[config.mk]
export PLATFORM = sky130hd
export DESIGN_NAME = adc_packetizer
export DESIGN_NICKNAME = d
export VERILOG_FILES = /design/src/rtl/adc_packetizer.sv
export SDC_FILE = /design/constraint.sdc
export NUM_CORES = 1
export LEC_CHECK = 0
export ABC_CLOCK_PERIOD_IN_PS = 7100
export BUFFER_PORTS_ARGS = -buffer_cell sky130_fd_sc_hd__buf_2
export CELL_PAD_IN_SITES_DETAIL_PLACEMENT = 2
export CELL_PAD_IN_SITES_GLOBAL_PLACEMENT = 2
export CORE_UTILIZATION = 50
export CTS_CLUSTER_SIZE = 12
export DETAILED_ROUTE_END_ITERATION = 7
export PLACE_DENSITY = 0.85
export SETUP_SLACK_MARGIN = 0.3
export SLEW_MARGIN = 20
export SYNTH_ARGS = -nofsm -noshare
export SYNTH_HDL_FRONTEND = slang
export SYNTH_SLANG_ARGS = --single-unit
export TNS_END_PERCENT = 1
[constraint.sdc]
create_clock -name clk -period 7.1 [get_ports clk]
set_clock_uncertainty 0.15 [all_clocks]
set_input_delay 1.42 -clock clk [delete_from_list [all_inputs] [get_ports clk]]
set_output_delay 1.42 -clock clk [all_outputs]
set_load 0.02 [all_outputs]
[src/rtl/adc_packetizer.sv]
// adc_packetizer: buffers ADC sample words in a FIFO and emits {header, PKT_LEN payload} packets.
// Define ADC_PKT_TIMESTAMP_EN to add a popped-sample-count word after each header.
module adc_packetizer #(
   parameter int unsigned PKT_LEN = 64,
   parameter int unsigned FIFO_AW = 4
) (
   input  logic        clk,
   input  logic        reset,
   input  logic        s_valid,
   input  logic [31:0] s_data,
   input  logic        m_ready,
   output logic        m_valid,
   output logic [31:0] m_data,
   output logic        m_last,
   input  logic        ovf_clr,
   output logic        overflow
);

   localparam int unsigned        Depth    = 1 << FIFO_AW;
   localparam logic [FIFO_AW:0]   DepthC   = (FIFO_AW + 1)'(Depth);
   localparam logic [FIFO_AW-1:0] PtrOne   = FIFO_AW'(1);
   localparam logic [FIFO_AW:0]   CntOne   = (FIFO_AW + 1)'(1);
   localparam logic [15:0]        PktLen16 = 16'(PKT_LEN);
   localparam logic [16:0]        PktLen17 = 17'(PKT_LEN);

   localparam logic [1:0] StIdle = 2'd0;
   localparam logic [1:0] StHdr  = 2'd1;
   localparam logic [1:0] StPay  = 2'd2;
`ifdef ADC_PKT_TIMESTAMP_EN
   localparam logic [1:0] StTs   = 2'd3;
`endif

   // ---------------------------------------------------------------- sample FIFO
   logic [31:0]        mem_q [Depth];
   logic [FIFO_AW-1:0] wr_ptr_q, wr_ptr_d;
   logic [FIFO_AW-1:0] rd_ptr_q, rd_ptr_d;
   logic [FIFO_AW:0]   count_q, count_d;
   logic               fifo_full, fifo_nempty;
   logic               push, pop;

   assign fifo_full   = (count_q == DepthC);
   assign fifo_nempty = (count_q != '0);
   // Fullness is judged before the edge, so a same-cycle pop never rescues a push.
   assign push        = s_valid && !fifo_full;

   always_comb begin
      wr_ptr_d = wr_ptr_q;
      rd_ptr_d = rd_ptr_q;
      count_d  = count_q;
      if (push) begin
         wr_ptr_d = wr_ptr_q + PtrOne;
      end
      if (pop) begin
         rd_ptr_d = rd_ptr_q + PtrOne;
      end
      case ({push, pop})
         2'b10:   count_d = count_q + CntOne;
         2'b01:   count_d = count_q - CntOne;
         default: count_d = count_q;
      endcase
   end

   always_ff @(posedge clk) begin
      if (push) begin
         mem_q[wr_ptr_q] <= s_data;
      end
   end

   // ---------------------------------------------------------------- packet FSM
   logic [1:0]  state_q, state_d;
   logic [15:0] wcnt_q, wcnt_d;
   logic [7:0]  seq_q, seq_d;
   logic        m_valid_q, m_valid_d;
   logic [31:0] m_data_q, m_data_d;
   logic        m_last_q, m_last_d;
   logic        ovf_q, ovf_d;
   logic        xfer, out_en;
   logic        load_hdr, load_pay;
   logic [16:0] pay_idx;
   logic [31:0] hdr_word;
`ifdef ADC_PKT_TIMESTAMP_EN
   logic        load_ts;
   logic [31:0] ts_cnt_q, ts_cnt_d;
`endif

   assign xfer     = m_valid_q && m_ready;
   assign out_en   = !m_valid_q || m_ready;
   assign hdr_word = {8'hA5, seq_q, PktLen16};

   always_comb begin
      state_d  = state_q;
      wcnt_d   = wcnt_q;
      seq_d    = seq_q;
      load_hdr = 1'b0;
      load_pay = 1'b0;
`ifdef ADC_PKT_TIMESTAMP_EN
      load_ts  = 1'b0;
`endif
      case (state_q)
         StIdle: begin
            if (fifo_nempty) begin
               load_hdr = 1'b1;
               state_d  = StHdr;
            end
         end
         StHdr: begin
            if (xfer) begin
               seq_d = seq_q + 8'd1;
`ifdef ADC_PKT_TIMESTAMP_EN
               load_ts = 1'b1;
               state_d = StTs;
`else
               state_d  = StPay;
               wcnt_d   = '0;
               load_pay = fifo_nempty;
`endif
            end
         end
`ifdef ADC_PKT_TIMESTAMP_EN
         StTs: begin
            if (xfer) begin
               state_d  = StPay;
               wcnt_d   = '0;
               load_pay = fifo_nempty;
            end
         end
`endif
         StPay: begin
            if (xfer && m_last_q) begin
               // Chain straight into the next header to keep one word per cycle.
               wcnt_d = '0;
               if (fifo_nempty) begin
                  load_hdr = 1'b1;
                  state_d  = StHdr;
               end else begin
                  state_d = StIdle;
               end
            end else if (out_en) begin
               if (xfer) begin
                  wcnt_d = wcnt_q + 16'd1;
               end
               load_pay = fifo_nempty;
            end
         end
         default: state_d = StIdle;
      endcase

      // wcnt counts transferred payload words, so the word being loaded is wcnt_d + 1.
      pay_idx   = {1'b0, wcnt_d} + 17'd1;
      m_valid_d = m_valid_q;
      m_data_d  = m_data_q;
      m_last_d  = m_last_q;
      pop       = 1'b0;
      if (load_hdr) begin
         m_valid_d = 1'b1;
         m_data_d  = hdr_word;
         m_last_d  = 1'b0;
`ifdef ADC_PKT_TIMESTAMP_EN
      end else if (load_ts) begin
         m_valid_d = 1'b1;
         m_data_d  = ts_cnt_q;
         m_last_d  = 1'b0;
`endif
      end else if (load_pay) begin
         m_valid_d = 1'b1;
         m_data_d  = mem_q[rd_ptr_q];
         m_last_d  = (pay_idx == PktLen17);
         pop       = 1'b1;
      end else if (out_en) begin
         m_valid_d = 1'b0;
         m_last_d  = 1'b0;
      end
   end

   always_comb begin
      ovf_d = ovf_q;
      if (s_valid && fifo_full) begin
         ovf_d = 1'b1;
      end else if (ovf_clr) begin
         ovf_d = 1'b0;
      end
   end

`ifdef ADC_PKT_TIMESTAMP_EN
   always_comb begin
      ts_cnt_d = ts_cnt_q;
      if (pop) begin
         ts_cnt_d = ts_cnt_q + 32'd1;
      end
   end

   always_ff @(posedge clk or posedge reset) begin
      if (reset) begin
         ts_cnt_q <= '0;
      end else begin
         ts_cnt_q <= ts_cnt_d;
      end
   end
`endif

   always_ff @(posedge clk or posedge reset) begin
      if (reset) begin
         wr_ptr_q  <= '0;
         rd_ptr_q  <= '0;
         count_q   <= '0;
         state_q   <= StIdle;
         wcnt_q    <= '0;
         seq_q     <= '0;
         m_valid_q <= 1'b0;
         m_data_q  <= '0;
         m_last_q  <= 1'b0;
         ovf_q     <= 1'b0;
      end else begin
         wr_ptr_q  <= wr_ptr_d;
         rd_ptr_q  <= rd_ptr_d;
         count_q   <= count_d;
         state_q   <= state_d;
         wcnt_q    <= wcnt_d;
         seq_q     <= seq_d;
         m_valid_q <= m_valid_d;
         m_data_q  <= m_data_d;
         m_last_q  <= m_last_d;
         ovf_q     <= ovf_d;
      end
   end

   assign m_valid  = m_valid_q;
   assign m_data   = m_data_q;
   assign m_last   = m_last_q;
   assign overflow = ovf_q;

endmodule
==> impl_summary.md <==
Global routing
Entering global routing, the biggest net connects 107 pins. Global routing consumed, on the met3 layer, 5.375% of the routing resources. The most heavily used metal layer in global routing is met2. The total congestion overflow after global routing is 0.

For met2 alone, demand over resource in global routing was 53.19%. The global-route usage over all layers is 31.15%. The global-route wire length before repair is 101300 um. Global routing used 41.29% of the available met1 tracks. The number of global-route vias before repair came to 13258.

The initial antenna violation count came to 3.

Timing
The final critical path time including I/O delays and setup is 5.182 ns. The total count of max-transition violations in the final report came to 0. Setup repair after global routing left no endpoint under its margin. The number of endpoints failing setup at the final stage is 0. Timing would allow up to 193.0 MHz. The slew at the pin closest to its max-slew limit is 1.070 ns. The worst max-slew margin expressed relative to the limit is 28.49%. The total negative slack is 0 ns.

The number of hold violations in the final report is 0. The final period utilization is 72.98%.

Outcome
The run finished with clean final reports.

Hold path
The tightest min-delay check is of the reg -> reg type. The worst hold path terminates at overflow. The startpoint identified for the worst hold timing path is overflow.

The worst hold path was traced through 2 stages.

Critical path
The depth of the worst register-to-register path is 16. The required time of the worst setup path is 7.49 ns. The worst setup path is of the in -> reg kind. The register-to-register setup slack is 2.06 ns. The start of the worst register-to-register path is state_q[0]. The largest fanout on the critical path is 23.

The category of the worst setup path launch point is an input port. The data arrival at the endpoint of the critical path is 5.57 ns. The type of element capturing the critical path is a flop.

The endpoint identified for the worst register-to-register timing path is count_q[4].

Detailed routing
The wire length per cell after detailed routing is 38.17 um. The detail route stage leaves a number of antenna-violating nets equal to 0. In the routed layout, each cell is associated on average with a via count of 6.614. The total vias in the final route is 12223. The detailed-route wire length is 70540 um. The first detailed-routing pass took 5 iterations. For this block, the initial DRC count from the detailed router was 1361. In the routed design, unresolved DRC markers number 0.

Logic synthesis
For this run, the number of Yosys warnings is 0. Yosys attributes the largest share of cell area to edfxtp_1, mux4_2, dfrtp_1. The synthesized design contains 586 register bits. After synthesis, the share of flip-flops with an asynchronous set or reset is 12.63%.

Synthesis instantiated 62 different standard cells from the library. The top cell type by total area after synthesis is edfxtp_1. After synthesis, flip-flops and latches occupy 74.79% of the total area. Counting flops with a built-in enable in the synthesized netlist gives 512. The average instance in the mapped netlist occupies 21.17 um2.

The synthesized design devotes to its leading area cell type 66.75% of total area. Among all flip-flop cells after synthesis, the most frequent one is edfxtp_1. After technology mapping, the gate count stands at 1088. Counting every net in the synthesized netlist gives 1142. The combined area of all synthesized cells is 0.02303 mm2.

Cells and area
The filler cells instantiated in the layout total 3645. From synthesis to final layout, the design area changed by 13.55%. The top cell types in the final layout, fill and taps aside, are edfxtp_1, mux4_2, buf_2. The combined area of the multi-input logic cells is 0.005605 mm2. The net count reported at finish is 1250. The total area of sequential cells is 0.01724 mm2. For this run, the number of standard cells in the final layout without fillers is 1848. Cells with a size suffix above 1 make up 29.99% of the layout.

Leaving out fill and tap cells, the most frequent cell in the layout is edfxtp_1.

Clock network
The number of setup buffers added after CTS is 0. The CTS H-tree depth is 2. The clock transition at the registers of the reported paths is 0.07 ns. The number of gates resized after CTS was 0.

The number of buffers inserted during clock tree synthesis is 60. The cell sitting at the root of the clock tree is a clkbuf_16. For the worst-skew pair, the clock arrives at the later sink with an insertion delay of 0.64 ns.

In this run, post-CTS hold repair placed 0 buffers. The longest clock path from root to sink contains 3 buffers. TritonCTS built the clock tree. For this design, the sink count on the clock tree is 586.

Floorplanning
The initial core utilization is 50.76%. The die span in x is 216.6 um. The die height is 216.6 um. The I/O pin count is 72.

The die outline area is 0.04693 mm2. In this run the core area contains 78 standard-cell rows. The standard cell core area is 0.04538 mm2.

Power and ir drop
In this run the power density over the cells is 400.9 mW/mm2. The maximum vdd drop is 0.2488 mV. In this run the static leakage power is 0.008759 uW.

Total power for the finished layout comes to 10490 uW.

Flow run
The tool flagged a number of max-cap violations equal to 0.

Placement
The placed wire-length estimate is 37570 um. At the end of routability-driven placement, the weighted congestion stood at 0.8074. The number of input and output port buffers inserted is 71. The cell count after placement is 1733.
-- power breakdown --
part	switching (uW)	internal [uW]
Clock	1390	1700
Combinational	1550	1190
Sequential	443	4210
-- cell usage after synthesis (all sizes together) (7+ instances only) --
master / n
edfxtp: 512
mux4: 160
dfrtp: 74
nand2: 31
inv: 29
buf: 26
clkbuf: 23
nor2: 23
a22o: 19
o21ai: 19
nand3: 18
ha: 16
xnor2: 12
a21oi: 9
a22oi: 8
nand4: 8
nand2b: 7
xor2: 7
-- how the worst max path moves through the flow --
stage | from | cells after the start | slack (ns) | to
3_5_place_dp | m_ready | 16 | 1.63 | count_q[4]
5_1_grt | m_ready | 16 | 1.66 | count_q[4]
2_1_floorplan | s_valid | 3 | 2.19 | mem_q[3][0]
3_3_place_gp | m_ready | 16 | 1.90 | count_q[4]
6_report | m_ready | 16 | 1.92 | count_q[4]
4_1_cts | m_ready | 16 | 1.92 | count_q[4]
-- kinds of logic (layout without fill, tap and decap cells) --
| kind of cell | Yosys count | in the layout | synth area share, % |
|---|---|---|---|
| DFF | 586 | 586 | 74.79 |
| AOI/OAI and AO/OA | 92 | 92 | 2.977 |
| other | 0 | 1 | 0 |
| muxes | 166 | 166 | 15.92 |
| buffers and inverters | 78 | 237 | 1.407 |
| xor gates and xnor gates | 19 | 19 | 0.7224 |
| and+or+nand+nor | 130 | 130 | 3.237 |
| adders and majority gates | 17 | 17 | 0.9560 |
-- per-layer routing --
| layer | routed length [um] | vias up | part of all wire (%) |
|---|---|---|---|
| li1 | - | 4733 | - |
| met1 | 27670 | 6770 | 39 |
| met2 | 36570 | 587 | 52 |
| met3 | 4375 | 129 | 6.2 |
| met4 | 1896 | 4 | 2.7 |
| met5 | 26 | - | 0.037 |
-- critical path: stages --
cell and delay [ns]:
buf_2 0.18, nand3_1 0.25, nand2_1 0.17, a211oi_1 0.54
nand2_1 0.63, inv_1 0.20, buf_4 0.42, ha_1 0.32
inv_1 0.12, fa_1 0.45, inv_1 0.11, a21o_1 0.15
a21oi_1 0.10, xnor2_1 0.13, nor2_1 0.16, xor2_1 0.19
-- metrics by stage --
stage	hold slack (ns)	worst slack, ns	util [%]	instance area (um2)
after floorplan	0.2958	2.193	-	23030
after global placement	0.3270	1.901	53.41	24240
after detailed placement	0.3495	1.628	53.41	24240
after CTS	0.3714	1.919	57.55	26120
after global routing	0.3902	1.659	57.63	26150
final	0.3688	1.918	57.64	26160
-- cell type report --
type | count | share of cell area (%)
timing repair buffer | 95 | 2.172
inverter | 29 | 0.4210
clock buffer | 96 | 6.563
sequential | 586 | 65.92
multi-input combinational | 424 | 21.43
clock inverter | 17 | 0.6171
tap | 600 | 2.870
antenna | 1 | 0.009567
-- registers in the layout, indices dropped and copies added (netlist names) --
register / count
seq_q: 8
m_last: 1
wcnt_q: 16
state_q: 2
mem_q: 512
m_valid: 1
overflow: 1
m_data: 32
rd_ptr_q: 4
wr_ptr_q: 4
count_q: 5
(Power assumes the default switching activity.)
